### src/rtl/port_arbiter.sv
// Two-port (instruction A, data B) arbiter onto one physical-memory port.
// Optional macro ARB_ROUND_ROBIN_EN: alternate grants when both ports request in IDLE.
module port_arbiter (
  input  logic        clk,
  input  logic        reset,
  input  logic        read_a,
  input  logic [15:0] address_a,
  output logic        resp_a,
  output logic [15:0] rdata_a,
  input  logic        read_b,
  input  logic        write_b,
  input  logic [1:0]  wmask_b,
  input  logic [15:0] address_b,
  input  logic [15:0] wdata_b,
  output logic        resp_b,
  output logic [15:0] rdata_b,
  output logic        pmem_read,
  output logic        pmem_write,
  output logic [1:0]  pmem_wmask,
  output logic [15:0] pmem_address,
  output logic [15:0] pmem_wdata,
  input  logic        pmem_resp,
  input  logic [15:0] pmem_rdata,
  output logic [1:0]  fsm_state
);

  // Handshake: a port holds its request until the cycle its resp_x is high;
  // pmem strobes hold until pmem_resp, and a transaction completes in that cycle.
  typedef enum logic [1:0] {
    IDLE    = 2'd0,
    SERVE_A = 2'd1,
    SERVE_B = 2'd2
  } state_t;

  state_t      state;
  logic [15:0] lat_address;
  logic [15:0] lat_wdata;
  logic [1:0]  lat_wmask;
  logic        b_pending;
  logic        grant_b;

  assign b_pending = read_b | write_b;

`ifdef ARB_ROUND_ROBIN_EN
  // last_b = 1 when B received the most recent grant; 0 after reset so B wins first.
  logic last_b;

  assign grant_b = b_pending && (!read_a || !last_b);

  always_ff @(posedge clk or posedge reset) begin
    if (reset) begin
      last_b <= 1'b0;
    end else if (state == IDLE) begin
      if (grant_b) begin
        last_b <= 1'b1;
      end else if (read_a) begin
        last_b <= 1'b0;
      end
    end
  end
`else
  assign grant_b = b_pending;
`endif

  always_ff @(posedge clk or posedge reset) begin
    if (reset) begin
      state       <= IDLE;
      pmem_read   <= 1'b0;
      pmem_write  <= 1'b0;
      lat_address <= 16'h0000;
      lat_wdata   <= 16'h0000;
      lat_wmask   <= 2'b00;
    end else begin
      case (state)
        IDLE: begin
          if (grant_b) begin
            state       <= SERVE_B;
            lat_address <= address_b;
            lat_wdata   <= wdata_b;
            lat_wmask   <= wmask_b;
            // A simultaneous read and write request is handled as a write.
            pmem_write  <= write_b;
            pmem_read   <= ~write_b;
          end else if (read_a) begin
            state       <= SERVE_A;
            lat_address <= address_a;
            lat_wmask   <= 2'b11;
            pmem_read   <= 1'b1;
            pmem_write  <= 1'b0;
          end
        end
        SERVE_A, SERVE_B: begin
          if (pmem_resp) begin
            state      <= IDLE;
            pmem_read  <= 1'b0;
            pmem_write <= 1'b0;
          end
        end
        default: begin
          state      <= IDLE;
          pmem_read  <= 1'b0;
          pmem_write <= 1'b0;
        end
      endcase
    end
  end

  assign pmem_address = lat_address;
  assign pmem_wdata   = lat_wdata;
  assign pmem_wmask   = lat_wmask;

  assign resp_a  = pmem_resp && (state == SERVE_A);
  assign resp_b  = pmem_resp && (state == SERVE_B);
  assign rdata_a = pmem_rdata;
  assign rdata_b = pmem_rdata;

  assign fsm_state = state;

endmodule

### config.mk
export PLATFORM = sky130hd
export DESIGN_NAME = port_arbiter
export DESIGN_NICKNAME = d
export VERILOG_FILES = /design/src/rtl/port_arbiter.sv
export SDC_FILE = /design/constraint.sdc
export NUM_CORES = 1
export LEC_CHECK = 0
export CAP_MARGIN = 20
export CELL_PAD_IN_SITES_DETAIL_PLACEMENT = 1
export CELL_PAD_IN_SITES_GLOBAL_PLACEMENT = 2
export CORE_MARGIN = 4
export CORE_UTILIZATION = 21
export CTS_CLUSTER_SIZE = 24
export DETAILED_ROUTE_END_ITERATION = 7
export PLACE_DENSITY_LB_ADDON = 0.1
export SKIP_LAST_GASP = 1
export SLEW_MARGIN = 20
export SYNTH_ARGS = -nofsm -noshare
export SYNTH_HDL_FRONTEND = slang
export SYNTH_SLANG_ARGS = --single-unit
### constraint.sdc
create_clock -name clk -period 3.8 [get_ports clk]
set_clock_uncertainty 0.05 [all_clocks]
set_input_delay 0.76 -clock clk [delete_from_list [all_inputs] [get_ports clk]]
set_output_delay 0.76 -clock clk [all_outputs]
set_load 0.02 [all_outputs]
==> results.yml <==
outcome:
  status: "finished clean"
clock_network:
  insertion_delay_ns: 0.28
  ctsResizeCount: 0
  clkTransAtPathRegs_ns: 0.07
  cts_setup_buffers: 0
  cts.sinks: 38
  cts_tree: "yes"
  clk_path_buf_depth: 2
  hold_buffers: 0
  cts_buffers: 5
  h-tree-depth: 2
  cts-root-buf: "clkbuf_8"
critical_path:
  end_kind: "output pin"
  cpMostUsedCell: "clkdlybuf4s50_1"
  crit_chain: "clkdlybuf4s50_1 > and2_1 > clkdlybuf4s50_1"
  regToRegStartpoint: "fsm_state[1]"
  critPathMaxStageDelay_ns: 0.60
  cpLargestDelayFamily: "buffers and inverters"
  required_ns: 2.99
  worstSetupPathType: "in2out"
  cp_max_fo: 4
  arrival_ns: 1.99
  cp-startpoint: "pmem_resp"
  crit_buf_inv: 2
  crit_path_start_kind: "input pin"
  cpMaxStageDelayCell: "clkdlybuf4s50_1"
power:
  p_per_area_mw_per_mm2: 777.7
  p_leak_nw: 1.188
  p_total_mw: 2.254
  ir_worst_vdd_mv: 0.2254
sta:
  worst_pin_slew_ns: 0.8055
  period_minus_slack_ns: 2.803
  rsz0062_at_grt: "false"
  fmax_ghz: 0.3568
  drv_slew: 0
  tns_ns: 0
  relSlewSlack_pct: 45.97
  setup_viol: 0
  hold_viol_final: 0
  fin_crit_sh_pct: 73.75
floorplan:
  fp.dieH_um: 105.7
  die_w_um: 105.7
  pin_count: 144
  die_area_mm2: 0.01118
  start_util_pct: 21.60
  row_count: 35
  coreArea_mm2: 0.009284
synthesis:
  synthesis.area_mm2: 0.002006
  synthCells: 170
  synth_top_area_cell: "dfrtp_1"
  yosysSeqAreaShare_pct: 47.41
  synth_top_area_share_pct: 47.41
  avgSynthCellArea_um2: 11.80
  synthTopCellsByArea: "dfrtp_1, buf_4, mux2i_1"
  synth_nets: 245
  ys_seq_elements: 38
  yosys_warnings: 0
  ys_types: 30
global_route:
  antenna_found_initial: 0
  grt_start_max_net_pins: 33
  grt_pass1_wl_um: 8328
  grt_pass1_vias: 1526
  gr-total-overflow: 0
  grt_use_total_pct: 9.363
detailed_routing:
  ant_nets: 0
  drt_pass1_iterations: 4
  post-route-drc-count: 0
  finalWirelength_um: 5240
  viasPerCell: 3.868
  wl_per_cell_um: 14.44
  vias: 1404
  dr.first_iter.drc_count: 9
place:
  gp_congestion: 0.6365
  io_buffers: 95
  hpwl_um: 4045
cells_and_area:
  post-route-util_pct: 31.21
  area_growth_pct: 44.48
  num-nets-final: 309
  seq_area_um2: 950.9
  drive_gt1_share_pct: 14.10
  multiInputGateArea_um2: 725.7
  fillers: 1048
  antenna_cells: 0
worst_hold_path:
  worstHoldStart: "pmem_address[4]"
  hold_path_class: "reg2reg"
run:
  cap_violations: 0
## sequential cells by signal, summed over array words and instances (netlist names)
signal / count
pmem_write: 1
pmem_wdata: 16
pmem_address: 16
fsm_state: 2
pmem_wmask: 2
pmem_read: 1
## per-layer routing
layer  track usage, %  routed length, µm  up-vias  part of all wire (%)
li1                 -                  -      664                     -
met1            11.60               2332      650                    45
met2            13.62               2170       79                    41
met3            5.573                687       11                    13
met4            2.775                 51        0                  0.97
met5                0                  0        -                     0
## synthesized netlist by cell type, drive strengths merged
| master | count |
|---|---|
| buf | 38 |
| o21ai | 17 |
| a21oi | 3 |
| nand2b | 1 |
| mux2i | 16 |
| o22ai | 1 |
| nor2b | 1 |
| a22o | 2 |
| nand2 | 16 |
| mux2 | 16 |
| nor2 | 4 |
| dfrtp | 38 |
| ha | 3 |
| o31ai | 1 |
| o22a | 3 |
| and2 | 2 |
| inv | 4 |
| and2b | 1 |
| o31a | 1 |
| clkbuf | 2 |
## cell families (layout without fill, tap and decap cells)
logic type | count (synthesis) | in the layout | synth area share [%]
multiplexers | 32 | 32 | 18.28
AO/OA/AOI/OAI | 28 | 28 | 9.795
flip-flops | 38 | 38 | 47.41
adder cells (fa/ha/maj) | 3 | 3 | 1.872
AND/OR/NAND/NOR | 25 | 25 | 6.239
buffers and inverters | 44 | 108 | 16.41
## cell usage in the layout (no fill, tap or decap), drive strengths merged
cell | Yosys | layout
a21oi | 3 | 3
a22o | 2 | 2
nand2b | 1 | 1
mux2 | 16 | 16
o22a | 3 | 3
clkdlybuf4s50 | 0 | 95
clkbuf | 2 | 5
and2 | 2 | 2
ha | 3 | 3
o31ai | 1 | 1
buf | 38 | 2
dfrtp | 38 | 38
nor2 | 4 | 4
mux2i | 16 | 16
o22ai | 1 | 1
inv | 4 | 3
and2b | 1 | 1
nand2 | 16 | 16
o31a | 1 | 1
o21ai | 17 | 17
clkinv | 0 | 3
nor2b | 1 | 1
## path summary, 6_finish.rpt
path                            cells past startpoint  slack, ns              end
worst max-delay path                                3        1.0           resp_b
worst min-delay path                                2       0.43  pmem_address[4]
worst max register to register                      4       2.06    pmem_wdata[0]
worst min register to register                      2       0.43  pmem_address[4]
max in group asynchronous                           3       2.24  pmem_address[4]
min in group asynchronous                           2       0.79    pmem_wdata[7]
## cell type report
cell class                      count  share of cell area [%]
Timing Repair Buffer               97                   33.33
Sequential cell                    38                   32.82
Multi-Input combinational cell     88                   25.04
Tap cell                          129                   5.570
Clock buffer                        5                   2.375
Inverter                            4                  0.5181
Clock inverter                      2                  0.3454
## worst reg2reg max path: stages (launching register included)
cell and delay [ns]:
dfrtp_1 0.40, inv_1 0.11, ha_1 0.40, o21ai_4 0.29
mux2_4 0.37
## through the flow
step	instances	hold slack (ns)	instance area, µm²	setup WS (ns)
detailed placement	356	0.4210	2819	0.9901
finish	363	0.4316	2898	0.9973
global placement	356	0.4133	2819	1.008
global route	363	0.4666	2898	0.9437
CTS	363	0.4390	2898	0.9845
floorplan	170	0.5321	2006	1.966
## where the power goes
group	internal [mW]	total, mW	switching, mW
Combinational	0.649	1.27	0.621
Sequential	0.609	0.717	0.108
Clock	0.123	0.267	0.144
Power figures use the tool's default switching activity.
